<file path="config.mk">
export PLATFORM = sky130hd
export DESIGN_NAME = conf_int_add_err_monitor
export DESIGN_NICKNAME = d
export VERILOG_FILES = /design/src/rtl/conf_int_add_err_monitor.sv
export SDC_FILE = /design/constraint.sdc
export NUM_CORES = 1
export LEC_CHECK = 0
export CORE_MARGIN = 2
export CORE_UTILIZATION = 40
export DETAILED_ROUTE_END_ITERATION = 7
export GPL_TIMING_DRIVEN = 0
export PLACE_DENSITY = 0.68
export SYNTH_ARGS = -nofsm -noshare
export SYNTH_HDL_FRONTEND = slang
export SYNTH_SLANG_ARGS = --single-unit
</file>
<file path="constraint.sdc">
create_clock -name clk -period 7.97 [get_ports clk]
set_input_delay 0.797 -clock clk [delete_from_list [all_inputs] [get_ports clk]]
set_output_delay 0.797 -clock clk [all_outputs]
set_load 0.01 [all_outputs]
</file>
<file path="src/rtl/conf_int_add_err_monitor.sv">
// conf_int_add_err_monitor
//   Measures the error of a configurable approximate integer adder. It
//   recomputes the exact a+b and delays it by DUT_LATENCY cycles so that it
//   lines up with the adder result d. It then accumulates error statistics
//   over a window of num_samples valid operand pairs.
//
// Ports
//   clk            rising-edge clock
//   racc           synchronous active-high reset
//   start          window start pulse (accepted in IDLE only)
//   num_samples    window length, captured on an accepted start
//   in_valid       a/b carry a real operand pair this cycle
//   a, b           adder operands (two's complement)
//   d              adder result, DUT_LATENCY cycles after its operands
//   busy           window in progress
//   done           one-cycle pulse when the window completes
//   err_cnt        number of samples with d != a+b
//   max_abs_err    largest |d - (a+b)|
//   sum_abs_err    saturating sum of |d - (a+b)|
//   first_err_idx  0-based index of the first erroneous sample
//   first_err_vld  first_err_idx is meaningful
module conf_int_add_err_monitor #(
   parameter int unsigned DATA_PATH_BITWIDTH = 32,
   parameter int unsigned DUT_LATENCY        = 1,
   parameter int unsigned CNT_WIDTH          = 16
) (
   input  logic                                    clk,
   input  logic                                    racc,
   input  logic                                    start,
   input  logic [CNT_WIDTH-1:0]                    num_samples,
   input  logic                                    in_valid,
   input  logic [DATA_PATH_BITWIDTH-1:0]           a,
   input  logic [DATA_PATH_BITWIDTH-1:0]           b,
   input  logic [DATA_PATH_BITWIDTH-1:0]           d,
   output logic                                    busy,
   output logic                                    done,
   output logic [CNT_WIDTH-1:0]                    err_cnt,
   output logic [DATA_PATH_BITWIDTH:0]             max_abs_err,
   output logic [DATA_PATH_BITWIDTH+CNT_WIDTH-1:0] sum_abs_err,
   output logic [CNT_WIDTH-1:0]                    first_err_idx,
   output logic                                    first_err_vld
);

   localparam int unsigned W  = DATA_PATH_BITWIDTH;
   localparam int unsigned EW = W + 1;
   localparam int unsigned SW = W + CNT_WIDTH;

   typedef enum logic [1:0] {S_IDLE, S_RUN, S_DONE} state_t;

   state_t               state_q, state_d;
   logic [W-1:0]         exact_in;
   logic                 tag_in;
   logic                 cmp_tag;
   logic [W-1:0]         cmp_exact;
   logic                 count;
   logic                 last;
   logic [CNT_WIDTH-1:0] sample_idx_q;
   logic [CNT_WIDTH-1:0] next_idx;
   logic [CNT_WIDTH-1:0] target_q;
   logic [EW-1:0]        diff;
   logic [EW-1:0]        abs_err;
   logic [SW:0]          sum_ext;
   logic [SW-1:0]        sum_sat;

   assign exact_in = a + b;
   assign tag_in   = in_valid & (state_q == S_RUN);

   generate
      if (DUT_LATENCY == 0) begin : g_nodly
         assign cmp_tag   = tag_in;
         assign cmp_exact = exact_in;
      end else begin : g_dly
         logic [DUT_LATENCY-1:0] tag_q;
         logic [W-1:0]           exact_q [DUT_LATENCY];

         // Tags are flushed when the window completes so that over-driven
         // samples cannot leak into a following window.
         always_ff @(posedge clk) begin
            if (racc || last) begin
               tag_q <= '0;
            end else begin
               tag_q[0] <= tag_in;
               for (int unsigned i = 1; i < DUT_LATENCY; i++)
                  tag_q[i] <= tag_q[i-1];
            end
         end

         always_ff @(posedge clk) begin
            exact_q[0] <= exact_in;
            for (int unsigned i = 1; i < DUT_LATENCY; i++)
               exact_q[i] <= exact_q[i-1];
         end

         assign cmp_tag   = tag_q[DUT_LATENCY-1];
         assign cmp_exact = exact_q[DUT_LATENCY-1];
      end
   endgenerate

   // One-bit sign extension of both operands keeps the difference exact.
   assign diff    = {d[W-1], d} - {cmp_exact[W-1], cmp_exact};
   assign abs_err = diff[EW-1] ? ('0 - diff) : diff;
   assign sum_ext = {1'b0, sum_abs_err} + {1'b0, {CNT_WIDTH{1'b0}}, abs_err};
   assign sum_sat = sum_ext[SW] ? '1 : sum_ext[SW-1:0];

   assign count    = (state_q == S_RUN) && cmp_tag;
   assign next_idx = sample_idx_q + CNT_WIDTH'(1);
   assign last     = count && (next_idx == target_q);

   always_ff @(posedge clk) begin
      if (racc) state_q <= S_IDLE;
      else      state_q <= state_d;
   end

   always_comb begin
      state_d = state_q;
      case (state_q)
         S_IDLE:  if (start) state_d = (num_samples == '0) ? S_DONE : S_RUN;
         S_RUN:   if (last)  state_d = S_DONE;
         S_DONE:  state_d = S_IDLE;
         default: state_d = S_IDLE;
      endcase
   end

   always_ff @(posedge clk) begin
      if (racc || (state_q == S_IDLE && start)) begin
         sample_idx_q  <= '0;
         err_cnt       <= '0;
         max_abs_err   <= '0;
         sum_abs_err   <= '0;
         first_err_idx <= '0;
         first_err_vld <= 1'b0;
         target_q      <= racc ? '0 : num_samples;
      end else if (count) begin
         sample_idx_q <= next_idx;
         if (abs_err != '0) begin
            err_cnt     <= err_cnt + CNT_WIDTH'(1);
            sum_abs_err <= sum_sat;
            if (abs_err > max_abs_err) max_abs_err <= abs_err;
            if (!first_err_vld) begin
               first_err_idx <= sample_idx_q;
               first_err_vld <= 1'b1;
            end
         end
      end
   end

   assign busy = (state_q == S_RUN);
   assign done = (state_q == S_DONE);

endmodule

</file>
Word-level counts from Yosys, hierarchy flattened. Memories as Yosys holds them, arrays and structs flattened. Cells that the tools add are included. W data, S select, Z words.

Order comparisons: 1. Reduce and logical (&&, ||, !) cells: 12. Mux-type cells: 6. Add/sub/neg operators: 6. Bitwise logic cells: 2. Equal/unequal tests: 5.

Operators with widths (count): $add A48 B33 Y49 (1); $mux W48 (1); $gt A33 B33 Y1 (1); $mux W33 (1); $reduce_bool A33 Y1 (1); $sub A1 B33 Y33 const A (1); $sub A32 B32 Y33 (1); $add A16 B1 Y16 const B (2); $add A32 B32 Y32 (1); $eq A16 B16 Y1 (1); $logic_not A16 Y1 (1); $mux W2 (3); $reduce_and A3 Y1 (2); $pmux W2 S2 (1); $reduce_and A2 Y1 (2); $logic_and A1 B1 Y1 (3); $eq A2 B1 Y1 const B (1); $eq A2 B2 Y1 const B (1); $logic_not A2 Y1 (1); $logic_or A1 B1 Y1 (2); $ne A2 B1 Y1 const B (1); $ne A2 B2 Y1 const B (1); $and A1 B1 Y1 (1); $not A1 Y1 (1).

Logic and storage cells: 42. Memory bits (writable): 32. Memories: 1. Output and inout port bits: 116. Register bits: 149. Input port bits: 116.

Memory list: g_dly.exact_q (depth 1, width 32, read ports 1, clocked after Yosys merged registers in 0, wr ports 1, line 74) `logic [W-1:0] exact_q [DUT_LATENCY];`.

Logic depth before layout (Yosys ltp). Gate-level depths: netlist of run 1.

Depth after elaboration: 5. Gate-level depth with buffers: 29. Gate-level depth less buffers: 26.

Worst setup path before layout of run 1. No wires, ideal clock.

Path kind: input to register. Start: in d[0]. End: reg sum_abs_err[43]. Setup slack: 0.730 ns. Setup time: 0.065 ns. Data required time: 7.905 ns. Stages on the path: 27. Path buffers: 2. Arrival time: 7.175 ns. Cell sequence: inv_1 > ha_1 > fa_1 > nand2b_1 > a21oi_1 > o22ai_4 > a211oi_2 > o21ai_0 > nand2_1 > clkbuf_1 > clkbuf_1 > nor2_1 > xnor2_1 > ha_1 > o21ai_0 > o21a_1 > o21ai_0 > o311ai_0 > a31oi_1 > a41o_1 > a31oi_1 > o311ai_0 > a311o_1 > nand3_1 > or4_1 > mux2_2 > nand3_1.

Longest elaborated chain between the ends: 5. Elaborated cells on any way between the ends: 7.

Ends and longest elaborated chain: start, declared (line 34) `input logic [DATA_PATH_BITWIDTH-1:0] d,`; $sub A32 B32 Y33 * (line 100) `assign diff = {d[W-1], d} - {cmp_exact[W-1], cmp_exact};`; $sub A1 B33 Y33 (line 101) `assign abs_err = diff[EW-1] ? ('0 - diff) : diff;`; $mux W33 * (line 101); via abs_err[2] (line 61) `logic [EW-1:0] abs_err;`; $add A48 B33 Y49 / $reduce_bool A33 Y1 (equally long branches) (line 102, 135); $mux W48 / $reduce_and A2 Y1 (equally long branches); end signal, assigned (line 137) `sum_abs_err <= sum_sat;`; end, declared (line 39) `output logic [DATA_PATH_BITWIDTH+CNT_WIDTH-1:0] sum_abs_err,`.

Mark *: on every way through the listed nets, which the timed path passes. The rest lies on a longest branch. A chain may end at the register's enable or synchronous reset.

Final worst setup path of run 1.
Start: in d[0]. End: reg sum_abs_err[47].

Same word-level chain as after synthesis.

==> impl_results.md, run 1 <==
* Via/cell ratio at 5.55
* Final setup fails at 0
* Leading post-synthesis cells by cell area: dfxtp_1 23%, ha_1 12%, xnor2_1 4.7%, a21oi_1 4.5%, nor2_1 4.2%
* Clock Power Share at about a fifth
* TritonCTS clock tree: done
* Worst skew pair latency at approximately 460 ps
* Initial antenna violation count at 0
* Pwr per Cell Area at about 240 nW/µm²
* GRT Overall Usage at between 20% and 30%
* Clock skew at 14.2 ps
* DRT iter0 DRCs at roughly 850
* Critical path launch point type: input pin
* Count of flip-flops with a built-in enable after synthesis at 16
* DRT Pass-1 Iters at 6
* Peak VDD IR at 0.161 mV
* Switching power at 1.91 mW
* CORE AREA at approximately 36000 µm²
* Hold crit path type: reg -> reg
* Hold-fix buffers, CTS at 0
* Netlist cell types at between 90 and 100
* WP data arrival at ~7900 ps
* DRC errors left at 0
* Detail Placement HPWL at ~34 mm
* Final nets at between 2000 and 2500
* WHS at roughly 500 ps
* Status: finished clean
* CTS max path bufs at 2
* Starting density of the core at between 40% and 50%
* Fin Setup TNS at 0 ps
* Primary FF master, synth: dfxtp_1
* Min setup slack post-route at around 400 ps
* Final hold vios at 0
* Crit path time final at 7570 ps
* Net Count, Synth at ~2000
* Sw Share at 44.6%
* Share of cells above drive strength 1 at a little under 7%
* FMAX at about 130 MHz
* Max H-tree Level at 4
* Pin count of the biggest net entering global routing at 26
* Worst-path clk slew at around 70 ps
* Top cell type by total area after synthesis: dfxtp_1
* Logic pwr share at 57.9%
* Vias in the first global route at 13200
* Flop pwr share at around 23%
* Post-DR wirelength/cell at about 17 µm
* Die ar. at around 38000 µm²
* Commonest non-fill, non-tap cell in the layout: clkdlybuf4s50_1
* Commonest non-fill, non-tap cells in the layout: 231 x clkdlybuf4s50_1, 165 x dfxtp_1, 163 x nor2_1, 137 x ha_1, 130 x a21oi_1
* Cell internal pwr at between 2 and 2.5 mW
* Mapped Cells at around 1800
* Max-cap viol count at 0
* # clock sinks at roughly 180
* GPL Wtd Cong at roughly 0.90
* FFs w/ async S/R, synth at 0%
* Leak Pwr at ~7.1 nW
* CTS root buf: clkbuf_16
* Seq/Total Area, Yosys at between 20% and 30%
* Critical-path top delay cell: clkdlybuf4s50_1
* Mapped Area at approximately 15000 µm²
* Post-route cell area at roughly 18000 µm²
* Worst-Margin Slew at around 1300 ps
* Crit path capture type: flop
* Final ANT Viol Nets at 0
* Routed wire length at around 42 mm
* Fin crit share at a little over nine tenths
* FF-to-FF setup slack at 930 ps
* Syn_area_per_cell at between 8 and 9 µm²
* Final Max Tran Viols at 0
* Critical Path RT at about 8300 ps
* Total gr overflow at 0
* Site Rows at 70
* Chip width at 195 µm
* Synth top area share at a little under a quarter
* First-pass GRT wire length at ~67 mm
* Pre-CTS setup slack at -1860 ps
* Num CTS Buffers at 17
* Crit-path max FO at 19
* Headroom to the max-slew limit at around 15%
* Io pins at 232
* Cell mode on critical path: nand3_1
* Area grow syn2layout at 24.4%
* Post-DP Area at around 18000 µm²
* Seq cells post-synth at roughly 180
* Port bufs at roughly 230
* Yosys warns at 0
* Antenna cells at 0
* Overall power at roughly 4.3 mW
* Total number of vias at approximately 14000
* Critical path class: in -> reg
* Slowest cell delay on critical path at around 460 ps
* Die Ht at 195 µm
## power groups by stage
stage               combinational, mW  sequential (mW)  clock, mW
floorplan                        1.83             1.00          0
global placement                 2.36             1.00          0
detailed placement               2.42             1.00          0
CTS                              2.44            0.984      0.843
global route                     2.76            0.989      0.877
finish                           2.48            0.983      0.826
## cell type report
cell class	count	area (µm²)
buffer	65	330
clock buffer	19	443
clock inverter	12	114
fill	3419	18100
inverter	93	349
multi-input combinational	1449	10300
sequential	181	3780
tap	468	586
timing repair buffer	234	2330
## metal layers
layer	global-route usage, %	wire [µm]	up-vias	share of wire (%)
met5	0	0	-	0
met4	7.32	1050	0	2.5
met3	3.97	2530	60	6.0
met2	38.1	20200	412	48
met1	26.2	18300	6468	43
li1	-	-	7048	-
## synthesized netlist by cell type, types with 44 or more instances
master      n
a21o_1     50
xor2_1     60
nor2_1    165
ha_1      137
o21ai_0   100
mux2i_1    58
xnor2_1    78
a21oi_1   133
nand2_1   110
nand3_1    67
clkbuf_1   44
inv_1      93
dfxtp_1   165
nor3_1     48
## stage by stage
stage / cells / utilization (%)
finish: 2521 / 50.1
global route: 2521 / 50.1
CTS: 2518 / 49.8
detailed placement: 2489 / 48.3
global placement: 2489 / 48.3
floorplan: 1790 / -
## repair_timing
action | 4_1_cts | 5_1_grt
hold endpoints to repair | 0 | 0
gates resized for setup | 10 | 15
pin swaps | 0 | 2
setup buffers | 0 | 3
endpoints found under the setup margin | 48 | 47
## logic make-up after synthesis
family                     count (synthesis)  synth area share [%]
DFF                                      181                  25.8
buffers and inverters                    160                  4.67
muxes                                     63                  4.35
xor gates and xnor gates                 140                  8.48
and+or+nand+nor                          626                  22.2
AOI/OAI and AO/OA                        480                  22.3
adders and majority gates                140                  12.1
## critical path: cells and delay by family
kind | cells | cell delay (ps)
compound gates | 12 | 3380
mux | 1 | 210
buf+inv | 3 | 740
simple gates | 9 | 1770
fa+ha+maj | 3 | 1010
## flip-flops by register name (all words and copies together) (netlist names)
| register | flops |
|---|---|
| cmp_tag | 1 |
| sum_abs_err | 48 |
| first_err_vld | 1 |
| g_dly.exact_q | 32 |
| err_cnt | 16 |
| sample_idx_q | 16 |
| target_q | 16 |
| state_q | 2 |
| max_abs_err | 33 |
| first_err_idx | 16 |
## path summary, 6_finish.rpt
path / start / end / cells past startpoint
max reg2reg: g_dly.exact_q[0][5]$_DFF_P_ / sum_abs_err[47]$_SDFFE_PP0P_ / 27
max: d[0] / sum_abs_err[47]$_SDFFE_PP0P_ / 28
min: err_cnt[12]$_SDFFE_PP0P_ / err_cnt[12]$_SDFFE_PP0P_ / 2
min reg2reg: err_cnt[12]$_SDFFE_PP0P_ / err_cnt[12]$_SDFFE_PP0P_ / 2
Power figures use the tool's default switching activity.
==> inputs of run 2 (changes only) <==
--- a/config.mk
+++ b/config.mk
@@ -5,11 +5,12 @@
 export SDC_FILE = /design/constraint.sdc
 export NUM_CORES = 1
 export LEC_CHECK = 0
+export ABC_AREA = 1
 export CORE_MARGIN = 2
 export CORE_UTILIZATION = 40
 export DETAILED_ROUTE_END_ITERATION = 7
 export GPL_TIMING_DRIVEN = 0
-export PLACE_DENSITY = 0.68
+export PLACE_DENSITY = 0.59
 export SYNTH_ARGS = -nofsm -noshare
 export SYNTH_HDL_FRONTEND = slang
 export SYNTH_SLANG_ARGS = --single-unit
==> impl_results.md, run 2 <==
* Count of flip-flops with a built-in enable after synthesis at 16 (unchanged)
* Crit-path max FO at 10 (-9)
* Final setup fails at 0 (unchanged)
* Flop pwr share at 22.7% (-0.2 points)
* CORE AREA at 40900 µm² (+13%)
* Hold-fix buffers, CTS at 0 (unchanged)
* Crit path capture type: flop
* Pin count of the biggest net entering global routing at 26 (unchanged)
* Via/cell ratio at 5.01 (-9.7%)
* Site Rows at 74 (+5.7%)
* Starting density of the core at 40.6% (+0.29 points)
* Max reg flops at 48 (unchanged)
* Slowest cell delay on critical path at 710 ps (+250 ps)
* Status: finished clean
* Final ANT Viol Nets at 0 (unchanged)
* Synth top area share at 19.9% (-2.7 points)
* Commonest non-fill, non-tap cells in the layout: 748 x nand2_1, 453 x inv_1, 306 x nor2_1, 231 x clkdlybuf4s50_1, 178 x nand3_1
* Pwr per Cell Area at 216 nW/µm² (-8.4%)
* Leak Pwr at 9.85 nW (+39%)
* Reg-to-Reg End: sum_abs_err[7]$_SDFFE_PP0P_
* FMAX at 143 MHz (+8.5%)
* Seq cells post-synth at 181 (unchanged)
* Clock skew at 20.6 ps (+6.40 ps)
* Seq/Total Area, Yosys at 22.8% (-3.1 points)
* Detail Placement HPWL at 45.9 mm (+36%)
* Initial antenna violation count at 0 (unchanged)
* Fin crit share at 87.5% (-7.5 points)
* Post-CTS Setup Bufs at 0 (unchanged)
* Leading post-synthesis cells by cell area: dfxtp_1 20%, nand2_1 17%, ha_1 10%, inv_1 10%, nor2_1 6.9%
* Clock Power Share at 20.6% (+1.4 points)
* Total number of vias at 17700 (+26%)
* Critical-path top delay cell: o21ai_0
* Worst skew pair latency at 480 ps (+20 ps)
* Hold crit path type: reg -> reg
* Hold Path Origin: err_cnt[13]$_SDFFE_PP0P_
* Io pins at 232 (unchanged)
* Switching power at 2.10 mW (+10%)
* Final Max Tran Viols at 0 (unchanged)
* Buf/Inv on CP at 5 (+2)
* TritonCTS clock tree: done
* CTS max path bufs at 2 (unchanged)
* Final hold vios at 0 (unchanged)
* Max-cap viol count at 0 (unchanged)
* Logic pwr share at 56.7% (-1.2 points)
* Share of cells above drive strength 1 at 5.07% (-1.6 points)
* DRC errors left at 0 (unchanged)
* Pre-CTS setup slack at 517 ps (+2370 ps)
* Reg2reg path depth at 28 (+3.7%)
* GPL Wtd Cong at 1.04 (+16%)
* Total gr overflow at 0 (unchanged)
* Mapped Cells at 2733 (+53%)
* Reg2Reg Launch Point: g_dly.exact_q[0][0]$_DFF_P_
* Routed wire length at 54.6 mm (+30%)
* Min setup slack post-route at 997 ps (+596 ps)
* Die Ht at 208 µm (+6.4%)
* DRT iter0 DRCs at 1003 (+19%)
* Commonest non-fill, non-tap cell in the layout: nand2_1
* Cell mode on critical path: nand2_1
* First-pass GRT wire length at 87.0 mm (+30%)
* WP data arrival at 7380 ps (-520 ps)
* Top post-synthesis cells by count: 748 x nand2_1, 453 x inv_1, 306 x nor2_1
* Biggest regs: sum_abs_err: 48 flops, max_abs_err: 33 flops, g_dly.exact_q: 32 flops
* Area grow syn2layout at 21.6%
* FFs w/ async S/R, synth at 0% (unchanged)
* Sw Share at 48.3% (+3.7 points)
* Yosys warns at 0 (unchanged)
* WHS Endpoint: err_cnt[13]$_SDFFE_PP0P_
* DRT Pass-1 Iters at 7 (+1)
* Mapped Area at 16600 µm² (+13%)
* Top delay family on crit path: simple AND/OR/NAND/NOR gates
* # clock sinks at 181 (unchanged)
* Critical Path RT at 8380 ps (+80 ps)
* CTS root buf: clkbuf_16
* Port bufs at 231 (unchanged)
* Peak VDD IR at 0.112 mV (-31%)
* Chip width at 208 µm (+6.4%)
* Die ar. at 43200 µm² (+13%)
* Post-DR wirelength/cell at 15.5 µm (-7.3%)
* Fin Setup TNS at 0 ps (unchanged)
* Top cell type by total area after synthesis: dfxtp_1
* Final nets at 3239 (+41%)
* Most common cell in the synthesized netlist: nand2_1
* Critical path launch point type: input pin
* Vias in the first global route at 17100 (+29%)
* Worst-Margin Slew at 1280 ps (+2.22 ps)
* Net Count, Synth at 2989 (+46%)
* Number of cells on the worst hold path at 2 (unchanged)
* Primary FF master, synth: dfxtp_1
* Netlist cell types at 54 (-43%)
* Headroom to the max-slew limit at 14.7% (-0.15 points)
* Max H-tree Level at 4 (unchanged)
* Antenna cells at 0 (unchanged)
* Crit path time final at 6970 ps (-596 ps)
* RSZ-0062 raised after global routing: no
* GRT Overall Usage at 25.1% (+3.6 points)
* Critical path class: in -> reg
* Cell internal pwr at 2.25 mW (-5.3%)
* Top reg by flops: sum_abs_err
* Worst-path clk slew at 70 ps (about the same)
* Num CTS Buffers at 17 (unchanged)
* Syn_area_per_cell at 6.07 µm² (-26%)
* Post_cts resized at 0 (-10)
* FF-to-FF setup slack at 1510 ps (+580 ps)
-- run 2: cell types whose count changed after synthesis, sizes merged, moves of 29 or more --
cell   change
nand4     +29
nor2     +150
xnor2     -46
nor2b     -38
mux2i     -58
nand2    +663
nand3    +116
a21o      -46
inv      +379
a21oi     +47
-- run 2: layout make-up --
cell class                 count  area (µm²)
buffer                        61         314
clock buffer                  18         450
clock inverter                14         159
fill                        4347       20700
inverter                     474        1780
multi-input combinational   2017       10700
sequential                   181        3780
tap                          532         666
timing repair buffer         231        2310
-- run 2: through the flow --
| stage | utilization, % | std cells | hold slack (ps) | power [mW] | instance area [µm²] |
|---|---|---|---|---|---|
| after floorplan | - | 2733 | 472 | 2.80 | 16600 |
| after global placement | 47.8 | 3496 | 473 | 3.42 | 19600 |
| after detailed placement | 47.8 | 3496 | 479 | 3.46 | 19600 |
| after CTS | 49.3 | 3528 | 490 | 4.37 | 20200 |
| after global routing | 49.3 | 3528 | 510 | 4.77 | 20200 |
| final | 49.3 | 3528 | 487 | 4.36 | 20200 |
-- run 2: how the worst max path moves through the flow --
stage	from	endpoint	slack (ps)	depth (start not counted)
3_5_place_dp	d[0]	sum_abs_err[7]$_SDFFE_PP0P_	520	30
3_3_place_gp	d[0]	sum_abs_err[9]$_SDFFE_PP0P_	630	30
5_1_grt	d[0]	sum_abs_err[19]$_SDFFE_PP0P_	460	35
2_1_floorplan	d[0]	sum_abs_err[19]$_SDFFE_PP0P_	2810	34
6_report	d[0]	sum_abs_err[7]$_SDFFE_PP0P_	1000	30
4_1_cts	d[0]	sum_abs_err[7]$_SDFFE_PP0P_	1000	30
-- run 2: logic make-up after synthesis --
logic type,after synthesis,synth area share (%)
AO/OA/AOI/OAI,326,11.2
buffers and inverters,535,12.6
adder cells (fa/ha/maj),140,10.7
flip-flops,181,22.8
XOR/XNOR,107,5.64
AND/OR/NAND/NOR,1444,37.1
-- run 2: worst register-to-register path: cells and delay by family, from the launching register on --
family | cells | cell delay, ps
adder cells (fa/ha/maj) | 3 | 1080
AND/OR/NAND/NOR | 18 | 2190
flip-flops | 1 | 310
AO/OA/AOI/OAI | 4 | 1760
buffers and inverters | 3 | 1070
-- run 2: power groups by stage --
stage	clock network, mW	logic, mW	registers (mW)
5_1_grt	0.953	2.82	0.994
6_report	0.897	2.47	0.988
4_1_cts	0.923	2.46	0.989
3_3_place_gp	0	2.41	1.01
3_5_place_dp	0	2.45	1.01
2_1_floorplan	0	1.80	1.01
-- run 2: per-layer routing --
metal | vias to the layer above | track usage [%] | part of all wire (%)
li1 | 9203 | - | -
met1 | 7969 | 31.6 | 45
met2 | 418 | 43.7 | 48
met3 | 80 | 3.27 | 4.5
met4 | 0 | 9.49 | 3.2
met5 | - | 0 | 0
